`src/rtl/counter_mod_updown_if.sv`:
```
// Bus bundle for counter_mod_updown: control inputs and registered outputs.
interface counter_mod_updown_if #(
    parameter int N = 3
) ();
    logic         ce;
    logic         up;
    logic         load;
    logic [N-1:0] din;
    logic [N-1:0] q;
    logic         ov;
    logic         done;

    modport master (
        output ce, up, load, din,
        input  q, ov, done
    );

    modport slave (
        input  ce, up, load, din,
        output q, ov, done
    );
endinterface

```
`src/rtl/counter_mod_updown.sv`:
```
// Modulo-MOD up/down counter with parallel load, clock-enable prescaler,
// and optional one-shot (stop at terminal count) behaviour.
module counter_mod_updown #(
    parameter int N        = 3,
    parameter int MOD      = 8,
    parameter int PRESCALE = 1,
    parameter int ONESHOT  = 0
) (
    input logic                 clk,
    input logic                 rst,
    counter_mod_updown_if.slave bus
);

    localparam int             PW       = (PRESCALE > 1) ? $clog2(PRESCALE) : 1;
    localparam logic [N-1:0]   TOP      = N'(MOD - 1);
    localparam logic [N:0]     MOD_W    = (N+1)'(MOD);
    localparam logic [PW-1:0]  PRE_LAST = PW'(PRESCALE - 1);
    localparam bit             IS_ONESHOT = (ONESHOT != 0);

    logic [N-1:0]  q_q,    q_d;
    logic [PW-1:0] pre_q,  pre_d;
    logic          ov_q,   ov_d;
    logic          done_q, done_d;
    logic          tick;

    // Next-state: load overrides a tick; terminal events wrap or stop.
    always_comb begin
        q_d    = q_q;
        pre_d  = pre_q;
        ov_d   = 1'b0;
        done_d = done_q;
        tick   = bus.ce && (pre_q == PRE_LAST);

        if (bus.load) begin
            q_d    = ({1'b0, bus.din} >= MOD_W) ? TOP : bus.din;
            pre_d  = '0;
            done_d = 1'b0;
        end else begin
            if (bus.ce) begin
                pre_d = tick ? '0 : pre_q + PW'(1);
            end
            // Once done, ticks still advance the prescaler but never q/ov.
            if (tick && !done_q) begin
                if (bus.up) begin
                    if (q_q == TOP) begin
                        ov_d = 1'b1;
                        if (IS_ONESHOT) done_d = 1'b1;
                        else            q_d    = '0;
                    end else begin
                        q_d = q_q + N'(1);
                    end
                end else begin
                    if (q_q == '0) begin
                        ov_d = 1'b1;
                        if (IS_ONESHOT) done_d = 1'b1;
                        else            q_d    = TOP;
                    end else begin
                        q_d = q_q - N'(1);
                    end
                end
            end
        end
    end

    // State registers with synchronous active-high reset.
    always_ff @(posedge clk) begin
        if (rst) begin
            q_q    <= '0;
            pre_q  <= '0;
            ov_q   <= 1'b0;
            done_q <= 1'b0;
        end else begin
            q_q    <= q_d;
            pre_q  <= pre_d;
            ov_q   <= ov_d;
            done_q <= done_d;
        end
    end

    assign bus.q    = q_q;
    assign bus.ov   = ov_q;
    assign bus.done = done_q;

endmodule
```
`src/flat_wrapper.sv`:
```
// flat-port wrapper written by rule: the top's interface ports become plain ports
module counter_mod_updown_flat 
#(
    parameter int N        = 3,
    parameter int MOD      = 8,
    parameter int PRESCALE = 1,
    parameter int ONESHOT  = 0
)
  (clk, rst, bus_ce, bus_up, bus_load, bus_din, bus_q, bus_ov, bus_done);
  counter_mod_updown_if #(.N(N)) bus_i ();
  input logic clk;
  input logic rst;
  input wire logic [$bits(bus_i.ce)-1:0] bus_ce;
  input wire logic [$bits(bus_i.up)-1:0] bus_up;
  input wire logic [$bits(bus_i.load)-1:0] bus_load;
  input wire logic [$bits(bus_i.din)-1:0] bus_din;
  output wire logic [$bits(bus_i.q)-1:0] bus_q;
  output wire logic [$bits(bus_i.ov)-1:0] bus_ov;
  output wire logic [$bits(bus_i.done)-1:0] bus_done;
  assign bus_i.ce = bus_ce;
  assign bus_i.up = bus_up;
  assign bus_i.load = bus_load;
  assign bus_i.din = bus_din;
  assign bus_q = bus_i.q;
  assign bus_ov = bus_i.ov;
  assign bus_done = bus_i.done;
  counter_mod_updown #(.N(N), .MOD(MOD), .PRESCALE(PRESCALE), .ONESHOT(ONESHOT)) u_core (.clk(clk), .rst(rst), .bus(bus_i));
endmodule
```
`config.mk`:
```
export PLATFORM = sky130hd
export DESIGN_NAME = counter_mod_updown_flat
export DESIGN_NICKNAME = d
export VERILOG_FILES = /design/src/rtl/counter_mod_updown_if.sv /design/src/rtl/counter_mod_updown.sv /design/src/flat_wrapper.sv
export SDC_FILE = /design/constraint.sdc
export NUM_CORES = 1
export LEC_CHECK = 0
export ABC_AREA = 1
export BUFFER_PORTS_ARGS = -buffer_cell sky130_fd_sc_hd__buf_4
export CAP_MARGIN = 20
export CORE_AREA = 10 10 47 49
export CTS_BUF_LIST = sky130_fd_sc_hd__clkbuf_2
export CTS_CLUSTER_SIZE = 10
export DETAILED_ROUTE_END_ITERATION = 16
export DIE_AREA = 0 0 57 59
export PLACE_DENSITY_LB_ADDON = 0.1
export SYNTH_ARGS = -nofsm -noshare
export SYNTH_HDL_FRONTEND = slang
export SYNTH_SLANG_ARGS = --single-unit
```
`constraint.sdc`:
```
create_clock -name clk -period 3.7 [get_ports clk]
set_clock_uncertainty 0.05 [all_clocks]
set_input_delay 0 -clock clk [delete_from_list [all_inputs] [get_ports clk]]
set_output_delay 0 -clock clk [all_outputs]
set_load 0.1 [all_outputs]
```
==> key figures <==
Finish
  – Area growth from synthesis to layout: 45.0%
  – Register area: 100 um2
  – Nets: 76
  – Share of cells above drive strength 1: a little under a third
  – Area of the multi-input gates: between 150 and 200 um2
  – Diode count: 0
  – FILL cells: around 160

Worst setup path
  – WS Path Type: in -> reg
  – CP bufs+invs: 3
  – FF-to-FF setup slack: 2.35 ns
  – Launching point of the worst reg2reg path: u_core.bus.q[0]
  – CP cell instances: dlygate4sd3_1 -> buf_4 -> nor4_1 -> dlygate4sd3_1
  – Max incr delay on CP: 0.57 ns
  – CP endpoint kind: register
  – CP required: 3.82 ns
  – R2R Path End: u_core.bus.q[2]
  – Slowest cell on crit path: dlygate4sd3_1
  – Worst R2R Path Depth: 6
  – CP Launch Type: input pin
  – CP Max Fanout: 2
  – Most used cell along the critical path: dlygate4sd3_1
  – Data arrival, critical path: 1.49 ns
  – Crit path max-delay family: buffers and inverters

Drt
  – Final ANT Viol Nets: 0
  – Detailed Routing Iterations Pass 1: 2
  – Residual DRC: 0
  – Iter 0 DRT Violations: 4
  – Vias/cell: just over 4
  – DR WL/cell: between 9 and 10 um
  – Post-Route WL: just under 800 um
  – Via count: 318

Global routing
  – Grt ovf: 0
  – Largest net degree at the start of global routing: 7
  – Global-route wire length before repair: approximately 1.4 mm
  – Antenna violations before repair: 0
  – Number of global-route vias before repair: approximately 330
  – All-Layer GR Usage: under 10%

Clocking
  – H-tree depth: 1
  – CTS buffer count: 3
  – Cts repair resizes: 0
  – Clk root buf: clkbuf_2
  – CTS Sinks: 5
  – Clk slew on worst S/H paths: ~0.070 ns
  – CTS tree: built
  – Clk_lat worst skew: approximately 0.23 ns
  – CTS Buffer Depth: 2

Job
  – Max_cap viols: 0

Timing
  – Max-slew violation count: 0
  – Crit path setup slack, layout: 2.33 ns
  – Final min period: about 1.4 ns
  – Fmax: 0.732 GHz
  – Final setup viols: 0
  – RSZ-0062 raised after global routing: no
  – Fin crit share: a little under two fifths
  – Setup tns final: 0 ns
  – Final Hold Viols: 0

Status
  – Status: finished clean

Synth
  – Flop and latch count out of synthesis: 5
  – EDFF count, synth: 0
  – Mapped Nets: just under 60
  – Distinct cells, synth: 15
  – Synth Warn #: 0
  – Top cells by count, synth: nand2_1 (12), inv_1 (7), dfxtp_1 (5)
  – Synth Cell Area: 323 um2
  – Area leader, netlist: dfxtp_1
  – Top-count cell post-synth: nand2_1
  – Post-synth ARST share: 0%
  – Synth Instances: 46
  – Sequential-to-total area share from yosys stat: just over 30%
  – Main area contributors after synthesis: dfxtp_1 (31%), ha_1 (16%), nand2_1 (14%)
  – Yosys top cell area share: between 30% and 40%
  – Main synth FF type: dfxtp_1
  – Syn_area_per_cell: between 7 and 8 um2

Power
  – Leak: roughly 0.24 nW
  – PD cells: 369 nW/um2
  – Maximum vdd ir drop: around 0.00012 V

Placed design
  – PortBufs: 11
  – Place WS: 2.37 ns
  – Detail Placement HPWL: about 640 um
  – Placer Congestion: 0.715

Hold path
  – Hold Crit Start: bus_load
  – Hold path cells: 4
  – Worst hold path type: in -> reg
  – Hold endpoint: u_core.bus.ov

Die
  – Initial Util: a little under a quarter
  – Die extent in y: between 50 and 60 um
  – Die W: around 57 um
  – Core area: 1400 um2
  – IO Count: 13
  – Num rows: 14
  – Die area: roughly 3400 um2
worst register-to-register path, stage by stage (launching register included):
cell and delay [ns]:
dfxtp_1 0.41, inv_1 0.07, ha_1 0.20, ha_1 0.26, nand2_1 0.06, o211ai_1 0.08, a21oi_1 0.13
final cells by class:
cell class                      instances  area share, %
Timing Repair Buffer                   14           24.1
Sequential cell                         5           21.4
Inverter                                9           7.22
Tap cell                               16           4.28
Clock buffer                            4           4.28
Multi-Input combinational cell         31           38.8
timing repair:
item | in CTS | in global routing
endpoints found under the hold margin | 3 | 0
hold buffers | 3 | 0
buffers inserted | 0 | 0
registers in the layout, indices dropped and copies added (netlist names):
| name | cells |
|---|---|
| u_core.bus.q | 3 |
| u_core.bus.ov | 1 |
| u_core.pre_q | 1 |
stage by stage:
step / hold slack (ns) / utilization (%) / power, mW / instance area [um2] / cells
2_1_floorplan: 0.0191 / - / 0.105 / 323 / 46
3_5_place_dp: 0.133 / 29.8 / 0.120 / 418 / 72
4_1_cts: 0.0195 / 33.4 / 0.175 / 468 / 79
6_report: 0.0214 / 33.4 / 0.173 / 468 / 79
3_3_place_gp: 0.133 / 29.8 / 0.120 / 418 / 72
5_1_grt: 0.0293 / 33.4 / 0.184 / 468 / 79
metal layers:
metal	GRT usage, %	vias to the layer above	share of wire, %
met2	7.75	8	46
met1	5.34	131	46
li1	-	177	-
met5	0	-	0
met3	3.43	2	7.7
met4	4.03	0	1.0
placed cells by master, fill, tap and decap left out, types with 2 or more instances in the layout:
cell,instances
nand3_1,4
ha_1,4
inv_1,7
buf_4,11
nand2_1,12
dfxtp_1,5
a21oi_1,4
dlygate4sd3_1,3
clkbuf_2,4
inv_2,2
worst max path at each step:
stage          slack (ns)            start               to  cells after the start
2_1_floorplan        1.78  u_core.bus.q[0]  u_core.bus.q[0]                      7
3_3_place_gp         2.37  u_core.bus.q[0]  u_core.bus.q[2]                      6
3_5_place_dp         2.37  u_core.bus.q[0]  u_core.bus.q[2]                      6
4_1_cts              2.35           bus_ce     u_core.pre_q                      4
5_1_grt              2.25  u_core.bus.q[0]  u_core.bus.q[2]                      6
6_report             2.33           bus_ce     u_core.pre_q                      4
logic make-up (layout without fill, tap and decap cells):
logic type	count (synthesis)	after routing	share of synthesized area (%)
buf+inv	10	27	12.8
xor+xnor	1	1	2.71
flops	5	5	31.0
simple gates	19	19	26.0
other cells	1	1	1.16
fa+ha+maj	4	4	15.5
compound gates	6	6	10.9
power by group:
group          internal (mW)  switching [mW]
Sequential            0.0568         0.00293
Clock                 0.0287          0.0244
Combinational         0.0189          0.0412
Total                  0.104          0.0684
(Power assumes the default switching activity.)
